## config.mk

```make
export PLATFORM = sky130hd
export DESIGN_NAME = fetch_stage
export DESIGN_NICKNAME = d
export VERILOG_FILES = /design/src/rtl/fetch_stage_pkg.sv /design/src/rtl/fetch_stage_fifo.sv /design/src/rtl/fetch_stage.sv
export SDC_FILE = /design/constraint.sdc
export NUM_CORES = 1
export LEC_CHECK = 0
export ABC_AREA = 1
export CORE_AREA = 2 2 191 193
export DETAILED_ROUTE_END_ITERATION = 10
export DIE_AREA = 0 0 193 195
export PLACE_DENSITY = 0.68
export SYNTH_ARGS = -nofsm -noshare
export SYNTH_HDL_FRONTEND = slang
export SYNTH_SLANG_ARGS = --single-unit
```

## constraint.sdc

```tcl
create_clock -name clk -period 3.9 [get_ports clk]
set_clock_uncertainty 0.1 [all_clocks]
set_input_delay 0.39 -clock clk [delete_from_list [all_inputs] [get_ports clk]]
set_output_delay 0.39 -clock clk [all_outputs]
set_load 0.1 [all_outputs]
```

## src/rtl/fetch_stage_pkg.sv

```systemverilog
// fetch_stage_pkg: shared widths, reset constants, FSM encodings and fetch buffer entry type
package fetch_stage_pkg;
  localparam int WORD_WIDTH = 32;
  localparam logic [WORD_WIDTH-1:0] RESET_PC_DEFAULT = 32'h0000_3000;
  localparam logic [WORD_WIDTH-1:0] NOP_INSTR = 32'h0;
  typedef enum logic [1:0] {
    FETCH_ST_BOOT  = 2'd0,
    FETCH_ST_RUN   = 2'd1,
    FETCH_ST_FLUSH = 2'd2
  } fetchStateT;
  typedef struct packed {
    logic [WORD_WIDTH-1:0] pc;
    logic [WORD_WIDTH-1:0] instr;
  } fetchEntryT;
endpackage

```

## src/rtl/fetch_stage_fifo.sv

```systemverilog
// fetch_fifo: synchronous {pc, instr} buffer between imem responses and the ID register
module fetch_fifo
  import fetch_stage_pkg::*;
#(
  parameter int DEPTH = 2
) (
  input  logic                         clk,
  input  logic                         rst,
  input  logic                         push,
  input  logic                         pop,
  input  logic                         clear,
  input  fetchEntryT                   din,
  output fetchEntryT                   dout,
  output logic                         full,
  output logic                         empty,
  output logic [$clog2(DEPTH+1)-1:0]   count
);
  localparam int AW = DEPTH > 1 ? $clog2(DEPTH) : 1;
  localparam int CW = $clog2(DEPTH + 1);
  fetchEntryT mem [DEPTH];
  logic [AW-1:0] wrPtr, rdPtr;
  function automatic logic [AW-1:0] nextPtr(input logic [AW-1:0] p);
    return (p == AW'(DEPTH - 1)) ? '0 : p + 1'b1;
  endfunction
  always_ff @(posedge clk or negedge rst) begin
    if (!rst) begin
      wrPtr <= '0;
      rdPtr <= '0;
      count <= '0;
    end else if (clear) begin
      wrPtr <= '0;
      rdPtr <= '0;
      count <= '0;
    end else begin
      if (push) wrPtr <= nextPtr(wrPtr);
      if (pop) rdPtr <= nextPtr(rdPtr);
      count <= count + CW'(push) - CW'(pop);
    end
  end
  always_ff @(posedge clk) begin
    if (push && !clear) mem[wrPtr] <= din;
  end
  assign dout  = mem[rdPtr];
  assign empty = count == '0;
  assign full  = count == CW'(DEPTH);
endmodule

```

## src/rtl/fetch_stage.sv

```systemverilog
// fetch_stage: IF stage feeding ID through a credit-limited fetch buffer; FETCH_PERF_CNT_EN adds perf counters
module fetch_stage
  import fetch_stage_pkg::*;
#(
  parameter logic [WORD_WIDTH-1:0] RESET_PC = RESET_PC_DEFAULT,
  parameter int FIFO_DEPTH = 2
) (
  input  logic                  clk,
  input  logic                  rst,
  input  logic                  stallD,
  input  logic                  redirect,
  input  logic [WORD_WIDTH-1:0] redirect_pc,
  output logic                  imem_req_valid,
  input  logic                  imem_req_ready,
  output logic [WORD_WIDTH-1:0] imem_req_addr,
  input  logic                  imem_rsp_valid,
  input  logic [WORD_WIDTH-1:0] imem_rsp_data,
  output logic [WORD_WIDTH-1:0] pcF,
  output logic [WORD_WIDTH-1:0] instrD,
  output logic [WORD_WIDTH-1:0] pcD,
  output logic                  validD
`ifdef FETCH_PERF_CNT_EN
  ,
  output logic [31:0]           perf_stall_cnt,
  output logic [31:0]           perf_redirect_cnt
`endif
);
  localparam int CW = $clog2(FIFO_DEPTH + 1);
  fetchStateT state, stateNext;
  logic [WORD_WIDTH-1:0] rspPc;
  logic [CW-1:0] outstanding, outstandingNext, dropCnt, dropCntNext, occ;
  logic redirectAcc, reqFire, dropping, push, pop, fifoEmpty, fifoFull;
  fetchEntryT head;
  assign redirectAcc = redirect & ~stallD & validD;
  // Credits cover both buffered words and words still in flight, so a response always has a slot
  assign imem_req_valid = (state != FETCH_ST_BOOT) && !redirectAcc &&
                          (({1'b0, occ} + {1'b0, outstanding}) < (CW+1)'(FIFO_DEPTH));
  assign imem_req_addr = pcF;
  assign reqFire = imem_req_valid & imem_req_ready;
  assign dropping = imem_rsp_valid && dropCnt != '0;
  assign push = imem_rsp_valid && dropCnt == '0 && !redirectAcc;
  assign pop = !stallD && !redirectAcc && !fifoEmpty;
  assign outstandingNext = outstanding + CW'(reqFire) - CW'(imem_rsp_valid);
  assign dropCntNext = redirectAcc ? outstandingNext : dropCnt - CW'(dropping);
  always_comb begin
    stateNext = state;
    stateNext = (state == FETCH_ST_BOOT || dropCntNext == '0) ? FETCH_ST_RUN : FETCH_ST_FLUSH;
  end
  fetch_fifo #(.DEPTH(FIFO_DEPTH)) u_fifo (
    .clk  (clk),
    .rst  (rst),
    .push (push),
    .pop  (pop),
    .clear(redirectAcc),
    .din  ('{pc: rspPc, instr: imem_rsp_data}),
    .dout (head),
    .full (fifoFull),
    .empty(fifoEmpty),
    .count(occ)
  );
  always_ff @(posedge clk or negedge rst) begin
    if (!rst) begin
      state       <= FETCH_ST_BOOT;
      pcF         <= RESET_PC;
      rspPc       <= RESET_PC;
      outstanding <= '0;
      dropCnt     <= '0;
      instrD      <= NOP_INSTR;
      pcD         <= '0;
      validD      <= 1'b0;
    end else begin
      state       <= stateNext;
      outstanding <= outstandingNext;
      dropCnt     <= dropCntNext;
      pcF         <= redirectAcc ? redirect_pc : reqFire ? pcF + 32'd4 : pcF;
      rspPc       <= redirectAcc ? redirect_pc : push ? rspPc + 32'd4 : rspPc;
      if (!stallD) begin
        instrD <= pop ? head.instr : NOP_INSTR;
        validD <= pop;
        if (pop) pcD <= head.pc;
      end
    end
  end
`ifdef FETCH_PERF_CNT_EN
  always_ff @(posedge clk or negedge rst) begin
    if (!rst) begin
      perf_stall_cnt    <= '0;
      perf_redirect_cnt <= '0;
    end else begin
      if (stallD && validD) perf_stall_cnt <= perf_stall_cnt + 32'd1;
      if (redirectAcc) perf_redirect_cnt <= perf_redirect_cnt + 32'd1;
    end
  end
`endif
  assert property (@(posedge clk) disable iff (!rst) !(push && fifoFull && !pop));
endmodule

```

Word level (Yosys, flattened, before mapping)
Memory sizes are Yosys's and may differ from the RTL's.
Index checks and enable logic that the tools add are counted.

storage, ports and cells
  bits in registers = 139
  RAM bits = 128
  memories kept = 1

operators by class
  add/sub/neg operators = 10
  $lt $le $gt $ge = 1
  muxes and demuxes = 16
  bitwise operators = 4
  reduce and logical (&&, ||, !) cells = 22

memories
  memory      words  bits a word  read ports  clocked after Yosys merged registers in  write ports  line                    source
  u_fifo.mem  2      64           1           0                                        1            fetch_stage_fifo.sv:20  fetchEntryT mem [DEPTH];

operators with widths
  kind                   number
  $mux 32                5
  $add 32x3->32 const B  2
  $reduce_bool 2->1      5
  $logic_and 1x1->1      8
  $logic_not 2->1        4
  $mux 1                 8
  $mux 2                 3
  $sub 2x1->2            3
  $add 2x1->2            2
  $add 2x2->3            1
  $and 1x1->1            3
  $logic_not 1->1        3
  $lt 3x2->1 const B     1
  $add 1x1->1 const B    2
  $reduce_and 2->1       1
  $logic_or 1x1->1       1
  $not 1->1              1

Longest topological paths before layout
Gate-level depths: netlist of run 1.

  depth in word-level cells = 13
  depth in mapped cells = 16
  depth with buffers taken out = 16

Cells and area by module
From an unflattened synthesis of run 1, not the netlist that was laid out.

unflattened totals
  cell total of the unflattened synthesis = 1236
  area, all modules = 12425.7 um^2

modules (own cells, without submodules)
  module       instances  cells an instance  area each (um^2)  seq. area each (um^2)
  fetch_stage  1          1008               7432.1            3333.2
  fetch_fifo   1          228                4993.5            3943.8

Least setup slack after synthesis of run 1
Ideal clock, no wire load.

  kind = reg-to-reg
  start point = reg validD
  end point = mem u_fifo.mem[0][0] (netlist name) (enable)
  setup time = 487 ps
  arrival = 4060 ps
  required time = 3313 ps
  setup slack = -747 ps
  cell stages (with the launch flop) = 6
  buffers on the path = 0
  period minus slack after synthesis = 4647 ps
  path through = dfrtp_1 nand2_2 nor2_8 nor2_1 inv_1 nor2_1

on the way
  cells in the longest elaborated chain, start to end = 6

ends and longest elaborated chain
  what                              line                                       source
  start, declared                   fetch_stage.sv:21                          output logic validD
  start signal, assigned            fetch_stage.sv:79                          validD <= pop;
  $and 1x1->1 (*)                   fetch_stage.sv:34                          assign redirectAcc = redirect & ~stallD & validD;
  $logic_not 1->1 (*)               fetch_stage_fifo.sv:41, fetch_stage.sv:41
  $logic_and 1x1->1                 fetch_stage.sv:41                          assign push = imem_rsp_valid && dropCnt == '0 && !redirectAcc;
  $logic_and 1x1->1 (*)             fetch_stage_fifo.sv:41                     if (push && !clear) mem[wrPtr] <= din;
  $mux 1 (*)                        fetch_stage_fifo.sv:41
  $mux 1 (implied by the code) (*)  fetch_stage_fifo.sv:41
  end, declared                     fetch_stage_fifo.sv:20

Mark *: on every way between the ends. The rest lies on a longest branch, timed or not.

Worst setup path in the final report of run 1
  start point = reg pcF[25], in the netlist imem_req_addr[25]
  end point = out pcF[25]

RTL lines
  what                    line               source
  start, declared         fetch_stage.sv:18  output logic [WORD_WIDTH-1:0] pcF,
  start signal, assigned  fetch_stage.sv:75  pcF <= redirectAcc ? redirect_pc : reqFire ? pcF + 32'd4 : pcF;

No word-level cell between the ends.

==> reports/results.ini, run 1 <==
[floorplan]
fp-row-count = 69
start_util_pct = 34.8
io_pins = 200
core-area_mm2 = 0.0354
die_area_mm2 = 0.0376
dieWidth_um = 193
die_h_um = 195

[synthesis]
ys_ff_latch = 265
ys_seq_area_share_pct = 59.1
async_reset_ff_share_pct = 51.7
ys_types = 39
synth_edf_count = 128
yosys_warnings = 0
synthCells = 1354
ys.flop_type = dfrtp_1
netlist_area_mm2 = 0.0123
syn_area_per_cell_um2 = 9.10
synth_fp_nets = 1432

[sta]
final_max_slew_viol_count = 0
relSlewSlack_pct = 24.3
fin_tns_setup_ns = 0
fin_crit_sh_pct = 72.2
grt_setup_unrepaired = false
clock.fmax_mhz = 355
fin_hold_ws_ns = 0.309
tightest_slew_ns = 1.13
fin_crit_ns = 2.81
hold_viol = 0
finalSetupViolCount = 0

[route]
drtAntennaViolNets = 0
post_drt_via_cell_ratio = 4.78
drtIter0Drc = 882
first_pass_iters = 5
drc = 0
avgRoutedWirePerCell_um = 15.3
wl_um = 30500
via_count = 9540

[clock_tree]
clkSlewWorstSetupHoldPaths_ns = 0.06
cts-root-buf = clkbuf_16
cts_tree = built
cts_buffer_depth = 3
numCtsBuffers = 29
clock_latency_ns = 0.56
cts_max_level = 1
cts_resized = 0
cts.sinks = 265

[min_path]
min_from = imem_rsp_data[8]
whs_endpoint = u_fifo.mem[0][8]
hold_depth = 1
hp-class = primary input to flop

[global_routing]
grt_max_degree = 131
grt_usage_pct = 16.0
grt_pass1_wl_um = 48000
grt_overflow_total = 0
antenna_found_initial = 0
grt_pass1_vias = 9237

[critical_path]
worstPathCellList = clkdlybuf4s50_1
critPathKind = flop to primary output
cp.required_ns = 3.41
worst_ep_arrival_time_ns = 2.32
cp-start-kind = flop
reg2reg_depth = 15
crit_path_max_fanout = 7
crit_family = buffers and inverters
endpoint_kind = primary output
path_buf_inv = 1
ff2ff_setup_slack_ns = 1.26
critical_path_depth = 1
worst_r2r_endpoint = state[0]
slowest_delay_ns = 1.23
r2r_start = u_fifo.count[0]
slowest_stage = clkdlybuf4s50_1

[final_layout]
nets = 1590
syn_to_final_growth_pct = 25.7
stdcell_count = 1996
layout-drive-gt1-share_pct = 6.91
num_antenna_cells = 0
fillCellCount = 3405

[place]
place_hpwl_um = 20800
portBuffers = 199
dp_cells = 1941
finalWeightedCongestion = 0.880

[status]
status = complete, no violations

[flow_run]
drv_cap = 0

## kinds of logic after synthesis
family | Yosys count | synth area share, %
buf+inv | 239 | 8.84
fa+ha+maj | 8 | 0.874
compound gates | 193 | 8.23
xor+xnor | 9 | 0.640
flops | 265 | 59.1
simple gates | 640 | 22.3
## Yosys cell counts, drive strengths merged (4+ instances only)
library cell,count,share of area (%)
nand2,382,12
inv,157,4.8
nor2,140,5.1
o21ai,135,5.5
dfrtp,133,27
edfxtp,128,31
nand3,85,3.5
buf,61,3.4
a21oi,34,1.4
clkbuf,21,0.64
a31oi,11,0.56
nand4,11,0.56
ha,7,0.71
nor3,7,0.33
or2,6,0.30
and2,5,0.25
xnor2,5,0.36
dfstp,4,0.85
nand3b,4,0.24
o211ai,4,0.24
o21bai,4,0.24
xor2,4,0.28
## registers in the layout, indices dropped and copies added, names as in the netlist
name	cells
u_fifo.rdPtr	1
dropCnt	2
outstanding	2
pcD	32
u_fifo.mem	128
u_fifo.wrPtr	1
instrD	32
state	2
imem_req_addr	31
validD	1
u_fifo.count	2
rspPc	31
## metrics by stage
stage          cell area, um2  utilization (%)  setup WS, ns
4_1_cts                 15500             43.7          1.08
3_5_place_dp            14500             41.0          1.04
3_3_place_gp            14500             41.0          1.04
5_1_grt                 15500             43.7          1.03
6_report                15500             43.7          1.09
2_1_floorplan           12300                -         0.326
## how the worst max path moves through the flow
stage	startpoint	endpoint	slack [ns]
global route	imem_req_addr[25]	pcF[25]	1.03
global placement	stallD	instrD[26]	1.04
finish	imem_req_addr[25]	pcF[25]	1.09
floorplan	validD	u_fifo.mem[0][0]	0.33
CTS	imem_req_addr[10]	imem_req_addr[10]	1.08
detailed placement	stallD	pcD[8]	1.04
## area by class of cell
| cell class | count | area [um2] | share of cell area [%] |
|---|---|---|---|
| Clock inverter | 19 | 201 | 1.30 |
| Sequential cell | 265 | 7280 | 47.0 |
| Multi-Input combinational cell | 850 | 3970 | 25.6 |
| Clock buffer | 35 | 758 | 4.90 |
| Inverter | 157 | 589 | 3.81 |
| Tap cell | 461 | 577 | 3.73 |
| Timing Repair Buffer | 209 | 2110 | 13.6 |
## cell usage in the layout, fill, tap and decap left out, types with 3 or more instances in the layout
cell	Yosys	final
clkinv_2	0	4
nand2_2	10	11
clkbuf_16	0	29
a31oi_1	11	11
clkbuf_1	21	5
clkdlybuf4s50_1	0	197
dfstp_2	4	4
o21ai_1	12	12
inv_1	155	155
and2_1	5	5
bufinv_16	0	3
o211ai_1	4	4
buf_4	40	7
a21oi_1	34	34
o21ai_0	123	123
clkinvlp_4	0	4
xnor2_1	5	5
ha_1	7	7
nor2_1	121	119
nor2_4	9	11
buf_12	0	3
nand4_1	11	11
nor2_2	9	9
clkinv_4	0	3
edfxtp_1	128	128
nand2_1	369	368
clkinv_1	0	4
nand3_1	84	84
nand3b_1	4	4
dfrtp_1	133	132
xor2_1	4	4
o21bai_1	4	4
or2_2	6	6
nor3_1	6	6
nand2_4	3	3
## repair_timing
action / CTS / global route
hold endpoints to repair: 95 / 0
buffers inserted: 0 / 0
hold buffers: 1 / 0
## layer usage
layer | GRT usage, % | part of all wire [%] | up-vias
met4 | 3.62 | 1.9 | 0
met1 | 23.8 | 47 | 4489
li1 | - | - | 4664
met3 | 2.32 | 7.5 | 42
met2 | 24.7 | 44 | 345
met5 | 0 | 0 | -
Power of run 1 is left out: the tool's default activity adds up to more than one toggle a clock period on the data nets, which glitch-free logic cannot reach.
==> run 2, diff against run 1 <==
--- a/config.mk
+++ b/config.mk
@@ -9,7 +9,7 @@
 export CORE_AREA = 2 2 191 193
 export DETAILED_ROUTE_END_ITERATION = 10
 export DIE_AREA = 0 0 193 195
-export PLACE_DENSITY = 0.68
+export PLACE_DENSITY = 0.66
 export SYNTH_ARGS = -nofsm -noshare
 export SYNTH_HDL_FRONTEND = slang
 export SYNTH_SLANG_ARGS = --single-unit
==> constraint.sdc (replaced) <==
create_clock -name clk -period 2.85 [get_ports clk]
set_clock_uncertainty 0.1 [all_clocks]
set_input_delay 0.285 -clock clk [delete_from_list [all_inputs] [get_ports clk]]
set_output_delay 0.285 -clock clk [all_outputs]
set_load 0.1 [all_outputs]
==> run 2 against run 1 <==
Critical path depth up 14. Non-clock buffer count up 7. Highest routed layer unchanged. Clock-buffer cell count down 2. Largest cell class unchanged.
==> reports/results.ini, run 2 (synthesis gave the netlist of run 1 again) <==
[global_routing]
grt_overflow_total = 0  ; unchanged
grt_pass1_wl_um = 47900  ; -0.36%
grt_usage_pct = 16.0  ; about the same
grt_pass1_vias = 8893  ; -3.7%
grt_max_degree = 98  ; -25%
antenna_found_initial = 0  ; unchanged

[status]
status = complete, no violations

[sta]
fin_crit_sh_pct = 92.8
relSlewSlack_pct = 49.8  ; +25 points
hold_viol = 0  ; unchanged
clock.fmax_mhz = 378
fin_tns_setup_ns = 0  ; unchanged
fin_hold_ws_ns = 0.190  ; -0.119 ns
finalSetupViolCount = 0  ; unchanged
fin_crit_ns = 2.64
tightest_slew_ns = 0.753  ; -0.382 ns
grt_setup_unrepaired = false
final_max_slew_viol_count = 0  ; unchanged

[final_layout]
syn_to_final_growth_pct = 24.3
largest_reg_flops = 128  ; unchanged
layout-drive-gt1-share_pct = 16.2  ; +9.3 points
final_cell_mix = nand2_1, inv_1, buf_4
fillCellCount = 3369  ; -1.1%
num_antenna_cells = 0  ; unchanged
top_register = u_fifo.mem
top_regs = u_fifo.mem (128), instrD (32), pcD (32)
nets = 1596  ; +0.38%
mostFrequentLayoutCell = nand2_1

[floorplan]
start_util_pct = 34.8  ; unchanged
core-area_mm2 = 0.0354  ; unchanged
io_pins = 200  ; unchanged
die_area_mm2 = 0.0376  ; unchanged
fp-row-count = 69  ; unchanged
dieWidth_um = 193  ; unchanged
die_h_um = 195  ; unchanged

[critical_path]
endpoint_kind = flop
cp-start-kind = flop
worst_ep_arrival_time_ns = 2.98  ; +0.66 ns
slowest_stage = fa_1
crit_path_max_fanout = 4  ; -3
critPathKind = flop to flop
slowest_delay_ns = 0.44  ; -0.79 ns
worstPathCellList = nand2_1, inv_1, fa_1, nor2_1, nand2_1, nor2_4, nand2_4, ha_4, inv_2, ha_2, xnor2_2, xnor2_1, nand2_1, nand3_1, nand2_1
crit_top_cell = nand2_1
cp.required_ns = 3.19  ; -0.22 ns

[place]
place_hpwl_um = 20900  ; +0.68%
portBuffers = 199  ; unchanged
finalWeightedCongestion = 0.873  ; -0.81%

[route]
drtIter0Drc = 508  ; -42%
first_pass_iters = 5  ; unchanged
wl_um = 30200  ; -1.1%
post_drt_via_cell_ratio = 4.73  ; -1.1%
via_count = 9461  ; -0.83%
avgRoutedWirePerCell_um = 15.1  ; -1.3%
drtAntennaViolNets = 0  ; unchanged
drc = 0  ; unchanged

[clock_tree]
cts_resized = 0  ; unchanged
clock_latency_ns = 0.56  ; about the same
post-cts-setup-buffer-count = 0  ; unchanged
cts_max_level = 1  ; unchanged
cts-root-buf = clkbuf_16
clkSlewWorstSetupHoldPaths_ns = 0.06  ; about the same
cts_buffer_depth = 3  ; unchanged
cts_tree = built
cts.sinks = 265  ; unchanged
numCtsBuffers = 28  ; -3.4%

[flow_run]
drv_cap = 0  ; unchanged

[min_path]
hp-class = primary input to flop

## run 2: worst paths after layout
| check | end | cells past startpoint | start | slack [ns] |
|---|---|---|---|---|
| max | state[0] | 15 | u_fifo.count[0] | 0.21 |
| min | rspPc[0] | 3 | redirect_pc[0] | 0.19 |
| max reg2reg | state[0] | 15 | u_fifo.count[0] | 0.21 |
| min reg2reg | instrD[20] | 2 | instrD[20] | 0.38 |
| max in group asynchronous | imem_req_addr[13] | 3 | rst | 1.61 |
| min in group asynchronous | instrD[22] | 2 | rst | 0.21 |
## run 2: layer usage
metal	track usage, %	wire, um	vias to the layer above
met5	0	0	-
met4	3.25	557	0
met3	2.34	2400	39
met2	24.2	13000	370
met1	24.4	14300	4377
li1	-	-	4675
## run 2: layout make-up
cell class                      instances  area (um2)  area share, %
Inverter                              157         589           3.85
Tap cell                              461         577           3.77
Timing Repair Buffer                  216        1890           12.3
Sequential cell                       265        7280           47.6
Multi-Input combinational cell        850        3990           26.1
Clock buffer                           33         759           4.96
Clock inverter                         19         229           1.50
## run 2: through the flow
step | area, um2 | setup WS (ns) | std cells | utilization, %
detailed placement | 14300 | 0.168 | 1948 | 40.4
CTS | 15300 | 0.150 | 2001 | 43.3
global route | 15300 | 0.0163 | 2001 | 43.3
finish | 15300 | 0.206 | 2001 | 43.3
global placement | 14300 | 0.226 | 1948 | 40.4
floorplan | 12400 | -0.0936 | 1354 | -
## run 2: critical path, delay by kind of cell (launching register included)
family / cells / cell delay [ns]
adder cells (fa/ha/maj): 3 / 0.88
AND/OR/NAND/NOR: 8 / 0.77
flip-flops: 1 / 0.40
XOR/XNOR: 2 / 0.31
buffers and inverters: 2 / 0.08
## run 2: repair_timing
item / 4_1_cts / 5_1_grt
endpoints found under the setup margin: 0 / 2
hold buffers: 1 / 0
hold endpoints to repair: 71 / 0
Power of run 2 is left out for the same reason.
==> run 3, diff against run 2 <==
--- a/config.mk
+++ b/config.mk
@@ -7,9 +7,12 @@
 export LEC_CHECK = 0
 export ABC_AREA = 1
 export CORE_AREA = 2 2 191 193
+export CTS_BUF_LIST = sky130_fd_sc_hd__clkbuf_8
 export DETAILED_ROUTE_END_ITERATION = 10
 export DIE_AREA = 0 0 193 195
 export PLACE_DENSITY = 0.66
+export SKIP_CTS_REPAIR_TIMING = 1
+export SLEW_MARGIN = 15
 export SYNTH_ARGS = -nofsm -noshare
 export SYNTH_HDL_FRONTEND = slang
 export SYNTH_SLANG_ARGS = --single-unit
==> run 3 against run 2 <==
Final cell count up 1.8%. First-iteration DRC count is 19% lower. Non-clock buffer count stayed put. Via count grew 0.92%. Flip-flop and latch count is the same. Critical endpoint unchanged.
==> reports/results.ini, run 3 (synthesis gave the netlist of run 1 again) <==
[floorplan]
io_pins = 200  ; unchanged
start_util_pct = 34.8  ; unchanged
die_h_um = 195  ; unchanged
dieWidth_um = 193  ; unchanged
die_area_mm2 = 0.0376  ; unchanged
fp-row-count = 69  ; unchanged
core-area_mm2 = 0.0354  ; unchanged

[sta]
fin_crit_sh_pct = 93.5  ; +0.66 points
grt_setup_unrepaired = false
relSlewSlack_pct = 49.8  ; about the same
finalSetupViolCount = 0  ; unchanged
tightest_slew_ns = 0.753  ; +0.000520 ns
final_max_slew_viol_count = 0  ; unchanged
fin_tns_setup_ns = 0  ; unchanged
hold_viol = 0  ; unchanged
clock.fmax_mhz = 375  ; -0.71%
fin_crit_ns = 2.66  ; +0.0189 ns

[final_layout]
num_antenna_cells = 0  ; unchanged
syn_to_final_growth_pct = 23.8
layout-drive-gt1-share_pct = 16.9  ; +0.64 points
largest_reg_flops = 128  ; unchanged
top_regs = u_fifo.mem (128), instrD (32), pcD (32)
nets = 1615  ; +1.2%
final_cell_area_mm2 = 0.0152  ; -0.46%
mostFrequentLayoutCell = nand2_1
final_cell_mix = nand2_1, inv_1, buf_4
top_register = u_fifo.mem
stdcell_count = 2037  ; +1.8%

[clock_tree]
numCtsBuffers = 47  ; +68%
cts_tree = built
cts.sinks = 265  ; unchanged
cts_buffer_depth = 3  ; unchanged
cts_max_level = 2  ; +1
clock_latency_ns = 0.57  ; about the same
clkSlewWorstSetupHoldPaths_ns = 0.06  ; about the same
cts-root-buf = clkbuf_8

[global_routing]
grt_overflow_total = 0  ; unchanged
grt_max_degree = 98  ; unchanged
grt_pass1_vias = 9049  ; +1.8%
grt_pass1_wl_um = 47900  ; about the same
antenna_found_initial = 0  ; unchanged
grt_usage_pct = 16.1  ; +0.042 points

[critical_path]
path_buf_inv = 2  ; unchanged
worst_ep_arrival_time_ns = 3.01  ; +0.03 ns
crit_family = adder cells
worstPathCellList = nand2_1, inv_1, fa_1, nor2_1, nand2_1, nor2_4, nand2_4, ha_4, inv_2, ha_2, xnor2_2, xnor2_1, nand2_1, nand3_1, nand2_1
slowest_delay_ns = 0.43  ; about the same
cp.required_ns = 3.20  ; about the same
crit_top_cell = nand2_1
cp-start-kind = flop
slowest_stage = fa_1
critPathKind = flop to flop
crit_path_max_fanout = 4  ; unchanged
endpoint_kind = flop

[route]
via_count = 9548  ; +0.92%
drtAntennaViolNets = 0  ; unchanged
post_drt_via_cell_ratio = 4.69  ; -0.86%
drc = 0  ; unchanged
avgRoutedWirePerCell_um = 14.9  ; -1.2%
drtIter0Drc = 414  ; -19%
wl_um = 30400  ; +0.58%
first_pass_iters = 5  ; unchanged

[place]
dp_cells = 1948  ; unchanged
finalWeightedCongestion = 0.873  ; unchanged
place_area_mm2 = 0.0143  ; unchanged
place_hpwl_um = 20900  ; unchanged
portBuffers = 199  ; unchanged

[flow_run]
drv_cap = 0  ; unchanged

[status]
status = complete, no violations

[min_path]
hp-class = primary input to flop

## run 3: cell count changes in the layout (fill, tap and decap cells not counted), moves of 2 or more
cell | before | now
bufinv_16 | 4 | 0
clkbuf_16 | 28 | 0
clkbuf_8 | 4 | 55
clkinv_1 | 3 | 5
clkinvlp_4 | 2 | 0
inv_1 | 154 | 173
## run 3: stage by stage
stage / util [%] / worst slack (ns) / hold slack (ns)
after detailed placement: 40.4 / 0.168 / 0.278
after global routing: 43.1 / 0.0111 / 0.175
after floorplan: - / -0.0936 / -0.111
final: 43.1 / 0.187 / 0.192
after global placement: 40.4 / 0.226 / 0.258
after CTS: 43.0 / 0.149 / -0.346
## run 3: layout make-up
cell class	count	area, um2
Fill cell	3399	20200
Sequential cell	265	7280
Multi-Input combinational cell	850	3990
Timing Repair Buffer	216	1890
Clock buffer	55	757
Inverter	157	589
Tap cell	461	577
Clock inverter	33	161
## run 3: layer usage
metal  wire length, um  track usage, %  part of all wire [%]
met5                 0               0                     0
met4               630            4.46                   2.1
met3              2300            2.89                   7.6
met2             12800            23.9                    42
met1             14700            24.0                    48
## run 3: path summary, 6_finish.rpt
path / start / endpoint / slack, ns / depth (start not counted)
worst min register to register: instrD[20] / instrD[20] / 0.38 / 2
max in group asynchronous: rst / imem_req_addr[13] / 1.62 / 3
worst max register to register: u_fifo.count[0] / state[0] / 0.19 / 15
worst min-delay path: redirect_pc[0] / rspPc[0] / 0.19 / 3
worst max-delay path: u_fifo.count[0] / state[0] / 0.19 / 15
min in group asynchronous: rst / instrD[22] / 0.20 / 2
## run 3: tightest hold or removal path, stage by stage
cell and delay (ns):
clkdlybuf4s50_1 0.41, nand2_1 0.07, nand2_1 0.04
Power of run 3 is left out for the same reason.
